<file path="config.mk">
export PLATFORM = sky130hd
export DESIGN_NAME = fetch_unit
export DESIGN_NICKNAME = d
export VERILOG_FILES = /design/src/rtl/fetch_unit.sv
export SDC_FILE = /design/constraint.sdc
export NUM_CORES = 1
export LEC_CHECK = 0
export CAP_MARGIN = 25
export CORE_MARGIN = 8
export CORE_UTILIZATION = 60
export CTS_CLUSTER_DIAMETER = 80
export DETAILED_ROUTE_END_ITERATION = 8
export DONT_BUFFER_PORTS = 1
export HOLD_SLACK_MARGIN = 0.06
export PLACE_DENSITY = 0.76
export SETUP_SLACK_MARGIN = 0.5
export SLEW_MARGIN = 10
export SYNTH_ARGS = -nofsm -noshare
export SYNTH_HDL_FRONTEND = slang
export SYNTH_SLANG_ARGS = --single-unit
</file>
<file path="constraint.sdc">
create_clock -name CLK -period 4.2 [get_ports CLK]
set_clock_uncertainty 0.15 [all_clocks]
set_input_delay 0.42 -clock CLK [delete_from_list [all_inputs] [get_ports CLK]]
set_output_delay 0.42 -clock CLK [all_outputs]
set_load 0.05 [all_outputs]
</file>
<file path="src/rtl/fetch_unit.sv">
// Instruction-fetch stage: program counter, one-entry fetch buffer and instruction
// register, with a variable-latency program-memory read handshake and stall generation.
module fetch_unit #(
  parameter logic [7:0] RESET_PC = 8'h00,
  parameter logic [3:0] HALT_OP  = 4'b1111
) (
  input  logic       CLK,
  input  logic       CLB,
  input  logic       LoadIR,
  input  logic       IncPC,
  input  logic       LoadPC,
  input  logic       SelPC,
  input  logic [7:0] RegVal,
  output logic [7:0] MemAddr,
  output logic       MemRd,
  input  logic [7:0] MemData,
  input  logic       MemValid,
  output logic [3:0] Opcode,
  output logic [3:0] Imm,
  output logic [7:0] PC,
  output logic       Stall,
  output logic       Halted
);

  typedef enum logic [2:0] {S_EMPTY, S_REQ, S_FULL, S_WAITPC, S_HALT} state_t;

  state_t     state_q, state_d;
  logic       squash_q, squash_d;
  logic [7:0] pc_q, pc_d;
  logic [7:0] fb_q, fb_d;
  logic [7:0] ir_q, ir_d;
  logic [7:0] mem_addr_q, mem_addr_d;
  logic       mem_rd_q, mem_rd_d;

  logic       halted;
  logic       pc_upd;
  logic       bypass;
  logic       ir_load;
  logic [7:0] ir_src;

  always_comb begin
    halted  = (state_q == S_HALT);
    pc_upd  = (LoadPC | IncPC) & ~halted;
    bypass  = (state_q == S_REQ) & ~squash_q & MemValid;
    Stall   = LoadIR & ~((state_q == S_FULL) | bypass);
    ir_load = LoadIR & ~Stall;
    ir_src  = bypass ? MemData : fb_q;

    pc_d = pc_q;
    if (!halted) begin
      if (LoadPC)     pc_d = SelPC ? RegVal : {4'h0, ir_q[3:0]};
      else if (IncPC) pc_d = pc_q + 8'd1;
    end

    state_d  = state_q;
    squash_d = squash_q;
    fb_d     = fb_q;
    ir_d     = ir_q;

    case (state_q)
      S_EMPTY: state_d = S_REQ;
      S_REQ: begin
        if (MemValid) begin
          if (squash_q) begin
            squash_d = 1'b0;
            state_d  = S_EMPTY;
          end else if (LoadIR) begin
            // Bypassed word belongs to the old PC; a same-edge PC change refetches.
            state_d = pc_upd ? S_EMPTY : S_WAITPC;
          end else if (pc_upd) begin
            state_d = S_EMPTY;
          end else begin
            fb_d    = MemData;
            state_d = S_FULL;
          end
        end else if (pc_upd) begin
          squash_d = 1'b1;
        end
      end
      S_FULL: begin
        if (LoadIR)      state_d = pc_upd ? S_EMPTY : S_WAITPC;
        else if (pc_upd) state_d = S_EMPTY;
      end
      S_WAITPC: if (pc_upd) state_d = S_REQ;
      S_HALT:   state_d = S_HALT;
      default:  state_d = S_EMPTY;
    endcase

    if (ir_load) begin
      ir_d = ir_src;
      if (ir_src[7:4] == HALT_OP) state_d = S_HALT;
    end

    // Address is captured only on REQ entry and held until the completion edge.
    mem_rd_d   = (state_d == S_REQ);
    mem_addr_d = (state_d == S_REQ && state_q != S_REQ) ? pc_d : mem_addr_q;
  end

  always_ff @(posedge CLK or negedge CLB) begin
    if (!CLB) begin
      state_q    <= S_EMPTY;
      squash_q   <= 1'b0;
      pc_q       <= RESET_PC;
      fb_q       <= 8'h00;
      ir_q       <= 8'h00;
      mem_addr_q <= 8'h00;
      mem_rd_q   <= 1'b0;
    end else begin
      state_q    <= state_d;
      squash_q   <= squash_d;
      pc_q       <= pc_d;
      fb_q       <= fb_d;
      ir_q       <= ir_d;
      mem_addr_q <= mem_addr_d;
      mem_rd_q   <= mem_rd_d;
    end
  end

  assign MemAddr = mem_addr_q;
  assign MemRd   = mem_rd_q;
  assign Opcode  = ir_q[7:4];
  assign Imm     = ir_q[3:0];
  assign PC      = pc_q;
  assign Halted  = halted;

endmodule

</file>
# After elaboration in Yosys (flattened, before gate mapping)
# Index checks and enable logic that the tools add are counted.
dict set report classes {
  n_mux 18
  n_addsub 1
  n_bitwise 13
  div 0
  magnitude_cmp 0
  eq_ne 7
  shift 0
  multipliers 0
  n_reduce_logical 5
}
# cell count
set ops {}
lappend ops {{two-way mux 8 bit} 5}
lappend ops {{two-way mux 3 bit} 6}
lappend ops {{one-hot mux 3 bit (5 select lines)} 1}
lappend ops {{adder 8 x 1 -> 8 bit, second input constant} 1}
lappend ops {{two-way mux 2 bit} 4}
lappend ops {{== test 3 x 1 -> 1 bit, second input constant} 2}
lappend ops {{== test 3 x 2 -> 1 bit, second input constant} 2}
lappend ops {{NOT 1 bit} 6}
lappend ops {{AND 1 bit} 5}
lappend ops {{AND reduction 5 bit} 1}
lappend ops {{== test 4 bit, second input constant} 1}
lappend ops {{== test 3 bit, second input constant} 1}
lappend ops {{zero test 3 bit} 1}
lappend ops {{inequality test 3 x 1 -> 1 bit, second input constant} 1}
lappend ops {{two-way mux 1 bit} 2}
lappend ops {{bitwise OR 1 bit} 2}
lappend ops {{AND reduction 2 bit} 1}
lappend ops {{nonzero test 2 bit} 1}
lappend ops {{logical AND 1 bit} 1}
dict set report word_totals {
  ram_bits 0
  rom_bits 0
  elab_cells 51
  out_inout_bits 27
  register_bits 37
  mem_count 0
  input_bits 23
  latch_bits 0
}

# Longest topological paths before layout
dict set report depth {
  word_depth 12
  depth_mapped 7
  depth_no_buf 5
}

# Least setup slack after synthesis
# No wires, ideal clock.
dict set report synth_timing {
  path_kind {register to register}
  start {register state_q[2]}
  end {register mem_addr_q[5] (netlist: MemAddr[5])}
  stages_incl_launch_ff 8
  synth_period_minus_slack_ns 2.110
  setup_time_ns 0.125
  setup_slack_ns 2.090
  required_ns 3.925
  n_path_buf 2
  arrival_time_ns 1.835
  path_cell_list {dfrtp_1 buf_4 or3b_1 buf_6 inv_1 or4b_1 nand3_1 mux2_2}
}
dict set report synth_between {
  word_cells_on_any_way 31
  cone_classes {7 x eq/ne; 13 x mux; 9 x bitwise; 2 x reduce/logical}
}
# element line_no
set synth_lines {}
lappend synth_lines {{from (decl)} 27} ;# state_t state_q, state_d;
lappend synth_lines {{from (signal assigned)} 109} ;# state_q <= state_d;
lappend synth_lines {{== test 3 bit} 42} ;# halted = (state_q == S_HALT);
lappend synth_lines {{via Halted} 22} ;# output logic Halted
lappend synth_lines {{two-way mux 8 bit} 50} ;# if (!halted) begin
lappend synth_lines {{via pc_d[5]} 29} ;# logic [7:0] pc_q, pc_d;
lappend synth_lines {{to (signal assigned)} 114} ;# mem_addr_q <= mem_addr_d;
lappend synth_lines {{to (decl)} 32} ;# logic [7:0] mem_addr_q, mem_addr_d;
# The timed path passes the listed nets, and every way through them passes these cells.
# A chain may end at the register's enable or synchronous reset.

# Worst setup path after layout
dict set report layout_timing {
  start {register state_q[2]}
  end {output Halted}
}
dict set report layout_between {
  elab_chain_len 1
}
# element line_no
set layout_rtl {}
lappend layout_rtl {{== test 3 bit} 42}
lappend layout_rtl {{to (decl)} 22}
# Every way passes these cells.

==> qor.txt <==
status = completed
Antenna diodes = 0
via/cell ratio = 6.150
mapped cell area = 1917 µm²
MaxCap Viol Count = 0
Die Wd = 72.52 µm
# hold bufs at CTS = 3
Hold Path Class = primary input to register
cts repair resizes = 0
post-route antenna net violation count = 0
Worst EP arrival = 2.10 ns
synthesized netlist cell count = 178
Switch Pwr = 0.0006147 W
vias = 1396
Final Hold Fails = 0
met1 Use GR = 18.39%
critical path type = register to output pin
WL final = 4.223 mm
H-tree levels = 2
DR DRC count = 0
Worst Path Max Fanout = 16
routed length per instance = 18.60 µm
setup_tns = 0 ns
Max clock buf depth = 2
GR peak layer = met2
I/O Pins = 50
initial antenna violation count = 0
Pwr Density = 626.8 nW/µm²
Core Rows = 20
Final setup viols = 0
grt ovf = 0
area taken by multi-input logic gates = 930.9 µm²
first-pass GRT wire length = 6.879 mm
core area = 3053 µm²
postcts setup bufs = 0
Internal Power = 0.0006675 W
drt initial violations = 204
DRT Pass-1 Iters = 4
CP Capture Type = output pin
required time worst endpoint = 3.63 ns
fraction of layout cells with a size suffix above 1 = 16.39%
Initial Util = 62.79%
leakage power = 0.9187 nW
fin crit share = 63.58%
syn_nets = 202
P&R area growth vs syn = 6.723%
Peak VDD IR = 445.5 µV
reg2reg setup slack = 1.56 ns
fin. max-slew vios = 0
Reg area = 925.9 µm²
CP Launch Type = register
M3 GR Usage = 8.402%
Tightest Pin Transition = 0.6443 ns
Slew HR = 57.00%
Num CTS Buffers = 5
TritonCTS clock tree = done
gp weighted congestion = 0.7983
Sw Ratio = 47.94%
largest net degree at the start of global routing = 38
min cycle time layout = 2.670 ns
DIE AREA = 5259 µm²
Reg power frac = 68.1%
latest clock arrival within the worst-skew pair = 0.34 ns
FF+latch count, synth = 37
RSZ-0062 raised after global routing = false
vias in the first global route = 1411
Fmax = 0.3745 GHz
fin util = 67.01%
Fillers = 262
met2 GRT Util = 27.14%
register area share after synthesis = 48.30%
clock sinks = 37
Cell variety after synth = 40
syn_area_per_cell = 10.77 µm²
Reg clk slew, reported paths = 0.10 ns
Total Routing Usage GR = 16.69%
most frequent cells in the layout = dfrtp_1, mux2_2, o21ai_0, mux2i_1, nand2_1
combinational share of power = 17.3%
clk root buf = clkbuf_4
clock power share = 14.6%
most common cell after layout, fill and taps aside = dfrtp_1
HPWL Detailed = 3.082 mm
IO buf count = 0
fin nets = 207
Die Ht = 72.52 µm
Synth Warn # = 0
==> layer usage <==
| layer | vias up | wire length [µm] | part of all wire, % |
|---|---|---|---|
| li1 | 656 | - | - |
| met1 | 683 | 1609 | 38 |
| met2 | 51 | 2089 | 49 |
| met3 | 6 | 476 | 11 |
| met4 | 0 | 49 | 1.2 |
| met5 | - | 0 | 0 |
==> logic make-up after synthesis <==
kind of cell               count (synthesis)  synth area share, %
AOI/OAI and AO/OA                         30                10.18
adders and majority gates                  1               0.6526
buffers and inverters                     11                3.133
DFF                                       37                48.30
muxes                                     30                16.71
and+or+nand+nor                           69                21.02
==> worst paths after layout <==
kind                                      startpoint  cells past startpoint                     end
worst max-delay path            state_q[2]$_DFF_PN0_                      2                  Halted
worst min-delay path                          LoadPC                      1         PC[1]$_DFF_PN0_
worst max register to register  state_q[2]$_DFF_PN0_                      5  MemAddr[7]$_DFFE_PN0P_
worst min register to register   fb_q[0]$_DFFE_PN0P_                      1     fb_q[0]$_DFFE_PN0P_
max in group asynchronous                        CLB                      2     fb_q[2]$_DFFE_PN0P_
min in group asynchronous                        CLB                      2         PC[0]$_DFF_PN0_
==> per-stage QoR <==
step,std cells,power [W],setup WS (ns),instance area [µm²],hold slack (ns)
floorplan,178,0.001030,2.090,1917,-0.02559
global placement,214,0.001080,1.701,1923,-0.02455
detailed placement,214,0.001095,1.577,1923,-0.02453
CTS,224,0.001291,1.514,2018,0.06511
global route,227,0.001351,1.400,2046,0.06227
finish,227,0.001282,1.530,2046,0.07666
==> power by group through the flow <==
stage / logic (W) / clock network, W / registers [W]
floorplan: 0.000184 / 0 / 0.000846
global placement: 0.000199 / 0 / 0.000881
detailed placement: 0.000211 / 0 / 0.000884
CTS: 0.000221 / 0.000193 / 0.000877
global route: 0.000251 / 0.000207 / 0.000893
finish: 0.000222 / 0.000188 / 0.000873
==> cell type report <==
| cell class | instances | area share [%] |
|---|---|---|
| Multi-Input combinational cell | 130 | 45.50 |
| Sequential cell | 37 | 45.26 |
| Timing Repair Buffer | 6 | 3.303 |
| Clock buffer | 7 | 2.691 |
| Tap cell | 44 | 2.691 |
| Inverter | 3 | 0.5505 |
==> synthesized netlist by cell type <==
cell type,instances,share of area (%)
a21oi_1,6,1.6
and3b_1,2,0.91
nand2_1,12,2.3
inv_1,3,0.59
nand3b_1,1,0.39
nand3_1,5,1.3
nand4_1,5,1.6
clkbuf_1,4,0.78
or3_1,1,0.33
nor3b_1,1,0.39
or4b_1,3,1.6
nor4b_1,2,0.91
ha_1,1,0.65
or2_1,1,0.33
buf_4,1,0.39
o211a_1,1,0.52
o2111ai_1,1,0.46
dfrtp_1,37,48
nand4bb_1,1,0.59
or2_2,1,0.33
buf_6,2,1.2
o21ai_0,14,3.7
and3_1,6,2.0
mux2_2,16,9.4
nor2_1,11,2.2
nand2b_1,2,0.65
o221a_2,2,1.2
or3b_1,1,0.46
and4_1,1,0.46
nor3_1,4,1.0
o2bb2ai_1,2,0.91
and4bb_2,1,0.65
nor2b_1,5,1.6
and2_1,2,0.65
a31oi_1,1,0.33
buf_1,1,0.20
o211ai_1,2,0.78
nor2_2,1,0.33
o221ai_2,1,0.78
mux2i_1,14,7.3
==> flip-flops by register name, indices dropped and copies added, names as in the netlist <==
signal and flops:
ir_q 8, fb_q 8, state_q 3, MemAddr 8, PC 8, squash_q 1, MemRd 1
==> worst max-delay path: stages (launching register included) <==
cell and delay (ns):
dfrtp_1 0.51, or3b_1 0.65, inv_1 0.60
Note: power is estimated with default switching activity, not from simulation.
